$ cat config.mk
export PLATFORM = sky130hd
export DESIGN_NAME = alu_muldiv_seq
export DESIGN_NICKNAME = d
export VERILOG_FILES = /design/src/rtl/alu_muldiv_seq.sv
export SDC_FILE = /design/constraint.sdc
export NUM_CORES = 1
export LEC_CHECK = 0
export ABC_AREA = 1
export BUFFER_PORTS_ARGS = -buffer_cell sky130_fd_sc_hd__buf_4
export CAP_MARGIN = 5
export CORE_AREA = 2 2 125 127
export CTS_CLUSTER_DIAMETER = 60
export CTS_CLUSTER_SIZE = 24
export DETAILED_ROUTE_END_ITERATION = 6
export DIE_AREA = 0 0 127 129
export PLACE_DENSITY = 0.89
export SYNTH_ARGS = -nofsm -noshare
export SYNTH_HDL_FRONTEND = slang
export SYNTH_SLANG_ARGS = --single-unit
export TNS_END_PERCENT = 1
$ cat constraint.sdc
create_clock -name clk -period 2 [get_ports clk]
set_clock_uncertainty 0.15 [all_clocks]
set_input_delay 0.2 -clock clk [delete_from_list [all_inputs] [get_ports clk]]
set_output_delay 0.2 -clock clk [all_outputs]
set_load 0.01 [all_outputs]
$ cat src/rtl/alu_muldiv_seq.sv
// -----------------------------------------------------------------------------
// alu_muldiv_seq
//
// Multi-cycle 32-bit unsigned multiply (MULU) and unsigned divide (DIVU)
// sequencer. It computes one iteration per clock by steering an external
// combinational alu. Only two alu operations are used:
//   - ADDU, with the carry-out taken from alu_flags[0]
//   - NOT
//
// MULU is a shift-add multiplier (32 iterations). DIVU negates the divisor in
// two cycles (NOT, then +1) and then runs a restoring division (32 iterations).
//
// Handshake: the execute stage raises start for one cycle and samples op,
// src_a and src_b with it. A start is accepted only while busy is low (IDLE).
// Any start seen while busy is dropped, and the operands are not resampled.
// When the result is ready, done pulses high for exactly one cycle, and busy
// stays high during that cycle. res_lo, res_hi and div_zero keep the last
// result until the next accepted start.
//
// Ports:
//   clk, rst      clock; synchronous active-high reset
//   start, op     request (op: 0 = MULU, 1 = DIVU)
//   src_a, src_b  multiplicand/dividend, multiplier/divisor
//   busy, done    status; done is a one-cycle pulse
//   div_zero      set by a DIVU whose divisor is zero
//   res_lo        product[31:0] / quotient
//   res_hi        product[63:32] / remainder
//   alu_opcode    drive to the alu opcode input
//   alu_a, alu_b  drive to the alu operand inputs
//   alu_out       alu result
//   alu_flags     alu flags; only bit 0 (ADDU carry-out) is used
//   dbg_state     current FSM state, exported for checkers
// -----------------------------------------------------------------------------
module alu_muldiv_seq #(
   parameter int         WIDTH       = 32,
   parameter int         CNT_W       = 5,
   parameter logic [5:0] OPCODE_ADDU = 6'h21,
   parameter logic [5:0] OPCODE_NOT  = 6'h27
) (
   input  logic             clk,
   input  logic             rst,
   input  logic             start,
   input  logic             op,
   input  logic [WIDTH-1:0] src_a,
   input  logic [WIDTH-1:0] src_b,
   output logic             busy,
   output logic             done,
   output logic             div_zero,
   output logic [WIDTH-1:0] res_lo,
   output logic [WIDTH-1:0] res_hi,
   output logic [5:0]       alu_opcode,
   output logic [WIDTH-1:0] alu_a,
   output logic [WIDTH-1:0] alu_b,
   input  logic [WIDTH-1:0] alu_out,
   input  logic [2:0]       alu_flags,
   output logic [2:0]       dbg_state
);

   typedef enum logic [2:0] {
      S_IDLE = 3'd0,
      S_NEG1 = 3'd1,
      S_NEG2 = 3'd2,
      S_MUL  = 3'd3,
      S_DIV  = 3'd4,
      S_DONE = 3'd5
   } state_t;

   localparam logic [CNT_W-1:0] CNT_LAST = {CNT_W{1'b1}};
   localparam logic [WIDTH-1:0] ONE      = {{(WIDTH-1){1'b0}}, 1'b1};

   state_t           state;
   state_t           state_next;

   // The two result registers are shared by both operations:
   //   MULU: reg_hi = hi,  reg_lo = lo (the multiplier shifts out of lo)
   //   DIVU: reg_hi = rem, reg_lo = quo (the dividend shifts out of quo)
   // Because of this, the result outputs are plain views of these registers.
   logic [WIDTH-1:0] reg_hi;
   logic [WIDTH-1:0] reg_lo;

   // opnd holds the multiplicand for MULU. For DIVU it holds the divisor,
   // which NEG1/NEG2 then turn into the negated divisor.
   logic [WIDTH-1:0] opnd;
   logic [CNT_W-1:0] cnt;
   logic             dz;

   // Division step: shift the next dividend bit into the remainder. The
   // subtraction fits only if the shifted-out bit s[WIDTH] is set, or if
   // s[WIDTH-1:0] + (-d) carries out.
   logic [WIDTH:0]   s;
   logic             ge;
   logic             carry;
   logic             flags_unused;

   assign carry        = alu_flags[0];
   assign flags_unused = ^alu_flags[2:1];
   assign s            = {reg_hi, reg_lo[WIDTH-1]};
   assign ge           = s[WIDTH] | carry;

   // Next state and alu drive
   always_comb begin
      state_next = state;
      alu_opcode = OPCODE_ADDU;
      alu_a      = '0;
      alu_b      = '0;
      case (state)
         S_IDLE: begin
            if (start) begin
               if (!op)
                  state_next = S_MUL;
               else if (src_b == '0)
                  state_next = S_DONE;
               else
                  state_next = S_NEG1;
            end
         end
         S_NEG1: begin
            alu_opcode = OPCODE_NOT;
            alu_a      = opnd;
            state_next = S_NEG2;
         end
         S_NEG2: begin
            alu_opcode = OPCODE_ADDU;
            alu_a      = opnd;
            alu_b      = ONE;
            state_next = S_DIV;
         end
         S_MUL: begin
            alu_opcode = OPCODE_ADDU;
            alu_a      = reg_hi;
            alu_b      = opnd;
            if (cnt == CNT_LAST)
               state_next = S_DONE;
         end
         S_DIV: begin
            alu_opcode = OPCODE_ADDU;
            alu_a      = s[WIDTH-1:0];
            alu_b      = opnd;
            if (cnt == CNT_LAST)
               state_next = S_DONE;
         end
         S_DONE: begin
            state_next = S_IDLE;
         end
         default: begin
            state_next = S_IDLE;
         end
      endcase
   end

   // State and datapath registers
   always_ff @(posedge clk) begin
      if (rst) begin
         state  <= S_IDLE;
         reg_hi <= '0;
         reg_lo <= '0;
         opnd   <= '0;
         cnt    <= '0;
         dz     <= 1'b0;
      end else begin
         state <= state_next;
         case (state)
            S_IDLE: begin
               if (start) begin
                  cnt <= '0;
                  dz  <= op & (src_b == '0);
                  if (!op) begin
                     reg_hi <= '0;
                     reg_lo <= src_b;
                     opnd   <= src_a;
                  end else if (src_b == '0) begin
                     // Divide by zero: the result is final right away.
                     reg_hi <= src_a;
                     reg_lo <= '1;
                     opnd   <= '0;
                  end else begin
                     reg_hi <= '0;
                     reg_lo <= src_a;
                     opnd   <= src_b;
                  end
               end
            end
            S_NEG1, S_NEG2: begin
               opnd <= alu_out;
            end
            S_MUL: begin
               // Shift the 65-bit {carry, hi, lo} right by one. The sum
               // replaces hi only when the current multiplier bit is set.
               if (reg_lo[0]) begin
                  reg_hi <= {carry, alu_out[WIDTH-1:1]};
                  reg_lo <= {alu_out[0], reg_lo[WIDTH-1:1]};
               end else begin
                  reg_hi <= {1'b0, reg_hi[WIDTH-1:1]};
                  reg_lo <= {reg_hi[0], reg_lo[WIDTH-1:1]};
               end
               cnt <= cnt + 1'b1;
            end
            S_DIV: begin
               reg_hi <= ge ? alu_out : s[WIDTH-1:0];
               reg_lo <= {reg_lo[WIDTH-2:0], ge};
               cnt    <= cnt + 1'b1;
            end
            default: begin
            end
         endcase
      end
   end

   assign busy      = (state != S_IDLE);
   assign done      = (state == S_DONE);
   assign div_zero  = dz;
   assign res_lo    = reg_lo;
   assign res_hi    = reg_hi;
   assign dbg_state = state;

endmodule

; Word level (Yosys, flattened, before mapping)
; Cells that the tools add are included.
[op_classes]
n_eq_ne = 8
muxes = 25
bitwise = 2
addsub = 1
n_reduce_logical = 13
n_shift = 0
order_cmp = 0
n_mul = 0
div_mod_pow = 0
[op_table]
columns = cell, count
row1 = $mux W32, 12
row2 = $pmux W32 S3, 3
row3 = $pmux W32 S2, 2
row4 = $logic_not A32 Y1, 1
row5 = $mux W3, 5
row6 = $pmux W3 S4, 1
row7 = $pmux W5 S2, 1
row8 = $reduce_and A2 Y1, 5
row9 = $eq A3 B2 Y1 const B, 2
row10 = $eq A3 B3 Y1 const B, 2
row11 = $reduce_bool A3 Y1, 2
row12 = $add A5 B1 Y5 const B, 1
row13 = $eq A5 B5 Y1 const B, 1
row14 = $mux W5, 1
row15 = $reduce_bool A2 Y1, 2
row16 = $reduce_or A2 Y1, 2
row17 = $eq A3 B1 Y1 const B, 1
row18 = $logic_not A3 Y1, 1
row19 = $ne A2 B1 Y1 const B, 1
row20 = $ne A2 B2 Y1 const B, 1
row21 = $and A1 B1 Y1, 1
row22 = $or A1 B1 Y1, 1
[totals]
in_bits = 103
mem_count = 0
rom_bits = 0
latch_bits = 0
regBits = 105
mem_bits_rw = 0
elab_cells = 55
output_inout_bits = 140

; Depth between registers and ports, before layout
; Gate-level depths: netlist of run 1.
[depth]
ltp_word = 5
depth_mapped = 10
depth_no_buf = 9

; Least setup slack after synthesis of run 1
; No wires, ideal clock.
[synth_timing]
path_type = register to output
start = register state[1], in the netlist dbg_state[1]
end = output port alu_b[10]
t_arrival_ps = 1392
path_stages_with_launch = 8
setup_slack_ps = 258
cell_sequence = dfxtp_1 > nor2_2 > nand2_1 > inv_2 > nor2_4 > buf_2 > buf_1 > nor2_1
[synth_between]
elab_chain_cells = 3
word_cells_on_any_way = 5
[synth_lines]
columns = element, line_no
row1 = start: declaration, 71  ; state_t state;
row2 = start signal: assignment, 161  ; state <= state_next;
row3 = $eq A3 B2 Y1 or $eq A3 B3 Y1 (tied branches), 106  ; case (state)
row4 = $reduce_or A2 Y1 (no line), -
row5 = $pmux W32 S2 *, 106
row6 = end: declaration, 53  ; output logic [WIDTH-1:0] alu_b,
; Every way passes the cells marked *; elsewhere a longest branch is shown, timed or not.

; Worst setup path after layout of run 1
[layout_timing]
start = register state[0], in the netlist dbg_state[0]
end = output port alu_a[6]
[layout_between]
elab_chain_cells = 3
word_cells_on_any_way = 6
[layout_lines]
columns = element, line_no
row1 = $eq A3 B1 Y1 or $eq A3 B2 Y1 (tied branches), 106
row2 = $reduce_or A2 Y1 (no line), -
row3 = $pmux W32 S3 *, 106
row4 = end: declaration, 52  ; output logic [WIDTH-1:0] alu_a,
; Marks and branches as above.

==> metrics.yaml, run 1 <==
cts_tree: "yes"
arrival_ps: 1740
cpMaxStageDelayCell: "dfxtp_4"
irDropWorstVdd_v: 0.0008243
h-tree-depth: 3
power.total_uw: 15630
area_growth_pct: 40.10
die_height_um: 129
setup_slack_ps: -91.36
end_kind: "output port"
min_path_type: "in -> reg"
critPathKind: "reg -> out"
yosysWarnings: 0
yosysSeqAreaShare_pct: 28.53
cts.clk_slew.worst_paths_ps: 70
die_x_um: 127
syn_inst: 1238
synth_top_family_by_area: "compound AO/OA/AOI/OAI gates"
grt_pass1_wl_um: 45630
grt_overflow: 0
place_inst: 1594
num_rows: 45
synth-seq-cells: 105
synth_cell_types: 28
cts_buffers: 9
final_cell_area_mm2: 0.01032
antenna_found_initial: 0
final_cell_mix: "buf_4 (254), nor2_1 (215), a21oi_1 (177)"
remaining_drc_errors: 14
slowest_delay_ps: 380
drt_pass1_iterations: 7
ff2ff_path_depth: 8
critPathRequiredTime_ps: 1650
multi_input_area_mm2: 0.004413
drv_cap: 0
vias_per_cell: 5.826
nFillCells: 1302
worstSkewPairLatency_ps: 360
r2r_start: "dbg_state[0]"
dp_hpwl_um: 20240
wl_per_cell_um: 18.11
dr_total_vias: 9602
worst-path-buf-inv: 2
whs_endpoint: "res_hi[22]"
rsz0062_at_grt: "yes"
mostFrequentLayoutCell: "buf_4"
violations: "design-rule violations, negative setup slack"
place_congestion: 0.9659
crit_path_cell_trace: "nor2_4 > nand2_4 > buf_12 > nor2_1 > a21oi_1 > o21ai_0 > buf_4"
synth_mux_area_share_pct: 0
syn-cell-area_mm2: 0.007367
dr.first_iter.drc_count: 1038
ff_latch_area_mm2: 0.002113
fin_cells: 1648
pin_count: 243
finalMaxSlewViolations: 0
worstPathMaxFanout: 17
drtAntennaViolNets: 0
fin_crit_sh_pct: 104.6
max_freq_ghz: 0.4782
hold_violations: 0
first_global_vias: 8773
grt_max_degree: 64
cts_sinks: 105
startpoint_type: "register"
synth_fa_ha_area_share_pct: 0.3397
wirelength_um: 29850
fp.dieArea_mm2: 0.01638
grt_usage_pct: 34.96
io_buffers: 236
relSlewSlack_pct: 62.40
hold_depth: 3
hold_path.startpoint: "src_a[22]"
diodes: 0
layout.nets: 1560
timing.rr.end: "opnd[26]"
r2r_slack_ps: 90
initial_core_util_pct: 49.19
crit_family: "simple AND/OR/NAND/NOR gates"
drive_gt1_share_pct: 24.04
core_area_mm2: 0.01498
synthSimpleGateAreaFrac_pct: 21.65
tightest_slew_ps: 563.1
finalSetupViolCount: 51
root_buffer: "clkbuf_16"
yosys.area_share.xor_xnor_pct: 0
leakagePower_uw: 0.004521
clockBufferDepth: 2
layout_min_cycle_time_ps: 2091
outcome: "finished with violations"
cellPowerDensity_mw_per_mm2: 1514
synth_compound_area_share_pct: 35.22
placed_cell_area_mm2: 0.009335
synth.avg_cell_area_um2: 5.951
[tightest hold or removal path: cells and delay by family]
kind	cells	cell delay, ps
buf+inv	1	110
compound gates	1	70
simple gates	1	100
[repair_timing]
action | 4_1_cts | 5_1_grt
gates resized for setup | 42 | 35
endpoints found under the setup margin | 64 | 65
setup buffers | 2 | 0
gates cloned | 3 | 2
endpoints found under the hold margin | 31 | 0
pin swaps | 2 | 2
hold buffers | 31 | 0
[cell usage after synthesis (all sizes together)]
master / n / area (µm²)
conb: 2 / 7.510
inv: 144 / 543.0
nand3: 7 / 40.04
nor3b: 1 / 7.510
a21oi: 183 / 915.9
nor2: 248 / 969.7
o21ai: 181 / 905.9
dfxtp: 105 / 2102
nand3b: 1 / 7.510
o211a: 1 / 10.01
clkbuf: 50 / 187.7
o22ai: 62 / 387.9
buf: 53 / 311.6
nor3: 4 / 20.02
a211oi: 50 / 375.4
nand2: 144 / 550.5
ha: 2 / 25.02
[worst max-delay path by stage]
stage                      endpoint  slack [ps]  cells after the start          from
after floorplan           alu_b[10]         260                      7  dbg_state[1]
after global placement       cnt[2]         130                      8  dbg_state[1]
after detailed placement  res_hi[4]         110                      7  dbg_state[1]
after CTS                  alu_a[6]         -30                      7  dbg_state[0]
after global routing      alu_a[27]        -160                      7  dbg_state[0]
final                      alu_a[6]         -90                      7  dbg_state[0]
[through the flow]
step                      worst slack, ps  hold WS, ps  setup TNS [ps]  utilization, %
after floorplan                     257.6        190.9               0               -
final                              -91.36        16.40           -1355           68.91
after global routing               -159.0        16.38           -5859           68.91
after detailed placement            105.1        316.6               0           62.33
after global placement              126.0        303.7               0           62.33
after CTS                          -26.39        1.394          -206.2           67.96
[metal layers]
layer	GRT usage [%]	share of wire (%)
met1	42.53	37
met2	58.32	47
met3	6.736	11
met4	19.65	5.3
met5	0	0
[kinds of logic after synthesis]
group | count (synthesis)
AND/OR/NAND/NOR | 405
AO/OA/AOI/OAI | 477
adder cells (fa/ha/maj) | 2
flip-flops | 105
other | 2
buffers and inverters | 247
[sequential cells by signal, indices dropped and copies added (netlist names)]
signal     flops
res_hi        32
div_zero       1
dbg_state      3
res_lo        32
opnd          32
cnt            5
[where the power goes]
part / internal [µW] / total, µW / leakage (µW) / switching [µW]
combinational: 4090 / 10100 / 0.00350 / 6060
sequential: 2880 / 3490 / 0.000871 / 611
clock: 1140 / 1990 / 0.000153 / 852
[cell type report]
cell class	instances	area share, %
Multi-Input combinational cell	888	42.76
Timing Repair Buffer	307	26.08
Sequential cell	105	20.48
Inverter	144	5.286
Clock buffer	12	2.388
Tap cell	188	2.279
Clock inverter	4	0.7395
(Power assumes the default switching activity.)
==> run 2, diff against run 1 <==
SETUP_SLACK_MARGIN = 0.05   (was not set)
==> metrics.yaml, run 2 (synthesized netlist as in run 1, its figures left out) <==
layout.nets: 1576  # +1.0%
fp.dieArea_mm2: 0.01638  # unchanged
power.total_uw: 16870  # +7.9%
first_global_vias: 9012  # +2.7%
dr.first_iter.drc_count: 1296  # +25%
hold-worst-slack_ps: 21.20  # +4.804 ps
diodes: 0  # unchanged
min_path_type: "in -> reg"
drv_cap: 0  # unchanged
violations: "negative setup slack"
remaining_drc_errors: 0  # -14
dp_hpwl_um: 20240  # unchanged
area_growth_pct: 46.43
layout_min_cycle_time_ps: 2102  # +10.16 ps
irDropWorstVdd_v: 0.0009681  # +17%
core_area_mm2: 0.01498  # unchanged
final_cell_mix: "buf_4 (261), nor2_1 (199), a21oi_1 (161)"
h-tree-depth: 3  # unchanged
arrival_ps: 1750  # about the same
worstPathMaxFanout: 12  # -5
critPathRequiredTime_ps: 1650  # about the same
io_buffers: 236  # unchanged
place_congestion: 0.9659  # unchanged
pin_count: 243  # unchanged
dp_slack_ps: 105.1  # unchanged
drtAntennaViolNets: 0  # unchanged
leakagePower_uw: 0.004683  # +3.6%
rsz0062_at_grt: "yes"
num_rows: 45  # unchanged
wl_per_cell_um: 19.16  # +5.8%
root_buffer: "clkbuf_16"
max_freq_ghz: 0.4758  # -0.48%
finalMaxSlewViolations: 0  # unchanged
startpoint_type: "register"
finalSetupViolCount: 35  # -31%
nFillCells: 1204  # -7.5%
tightest_slew_ps: 569.3  # +6.160 ps
clockBufferDepth: 2  # unchanged
cts_buffers: 9  # unchanged
antenna_found_initial: 0  # unchanged
dr_total_vias: 10060  # +4.7%
hold_violations: 0  # unchanged
setup_slack_ps: -101.5  # -10.16 ps
fin_crit_sh_pct: 105.1  # +0.51 points
drive_gt1_share_pct: 27.98  # +3.9 points
worstSkewPairLatency_ps: 360  # about the same
cts_tree: "yes"
initial_core_util_pct: 49.19  # unchanged
grt_overflow: 0  # unchanged
die_height_um: 129  # unchanged
outcome: "finished with violations"
wirelength_um: 31890  # +6.8%
critPathKind: "reg -> out"
end_kind: "output port"
grt_pass1_wl_um: 47700  # +4.5%
mostFrequentLayoutCell: "buf_4"
grt_max_degree: 64  # unchanged
die_x_um: 127  # unchanged
vias_per_cell: 6.043  # +3.7%
finish.utilization_pct: 72.03  # +3.1 points
cts_sinks: 105  # unchanged
grt_usage_pct: 36.81  # +1.9 points
cellPowerDensity_mw_per_mm2: 1564  # +3.2%
drt_pass1_iterations: 7  # unchanged
cts.clk_slew.worst_paths_ps: 70  # about the same
relSlewSlack_pct: 61.99  # -0.41 points
run 2: where the power goes:
group,total [µW],internal (µW),switching [µW]
logic,11300,4670,6670
clock network,2000,1140,864
registers,3530,2880,646
run 2: final cells by class:
| cell class | instances | area, µm² | area share (%) |
|---|---|---|---|
| Clock buffer | 12 | 246.5 | 2.285 |
| Clock inverter | 4 | 76.32 | 0.7075 |
| Inverter | 144 | 560.5 | 5.196 |
| Multi-Input combinational cell | 888 | 4624 | 42.87 |
| Sequential cell | 105 | 2113 | 19.59 |
| Tap cell | 188 | 235.2 | 2.180 |
| Timing Repair Buffer | 323 | 2932 | 27.17 |
run 2: worst paths after layout:
check,start,end,slack [ps],depth (start not counted)
max,dbg_state[1],alu_a[30],-100,7
min,src_a[22],res_hi[22],20,3
max reg2reg,dbg_state[1],opnd[17],40,8
min reg2reg,cnt[4],cnt[4],320,2
run 2: layer usage:
metal | GRT usage (%) | wire length, µm
met5 | 0 | 0
met3 | 7.609 | 3495
met2 | 61.23 | 14940
met4 | 20.94 | 1969
met1 | 44.53 | 11480
run 2: per-stage QoR:
stage	area, µm²	setup TNS (ps)	std cells
6_report	10790	-930.6	1664
5_1_grt	10790	-3540	1664
3_3_place_gp	9335	0	1594
2_1_floorplan	7375	0	1240
3_5_place_dp	9335	0	1594
4_1_cts	10510	-530.1	1662
run 2: critical path, stage by stage, from the launching register on:
cell and delay (ps):
dfxtp_4 400, buf_4 150, nand3_4 100, nand2_8 160, buf_12 190, nand2_1 70, nand3b_1 190, buf_6 140
run 2: repair_timing:
action | in CTS | in global routing
setup buffers | 13 | 2
cloned | 8 | 1
endpoints found under the hold margin | 31 | 0
hold buffers | 31 | 0
pin swaps | 6 | 5
gates resized for setup | 70 | 100
setup endpoints to repair | 64 | 140
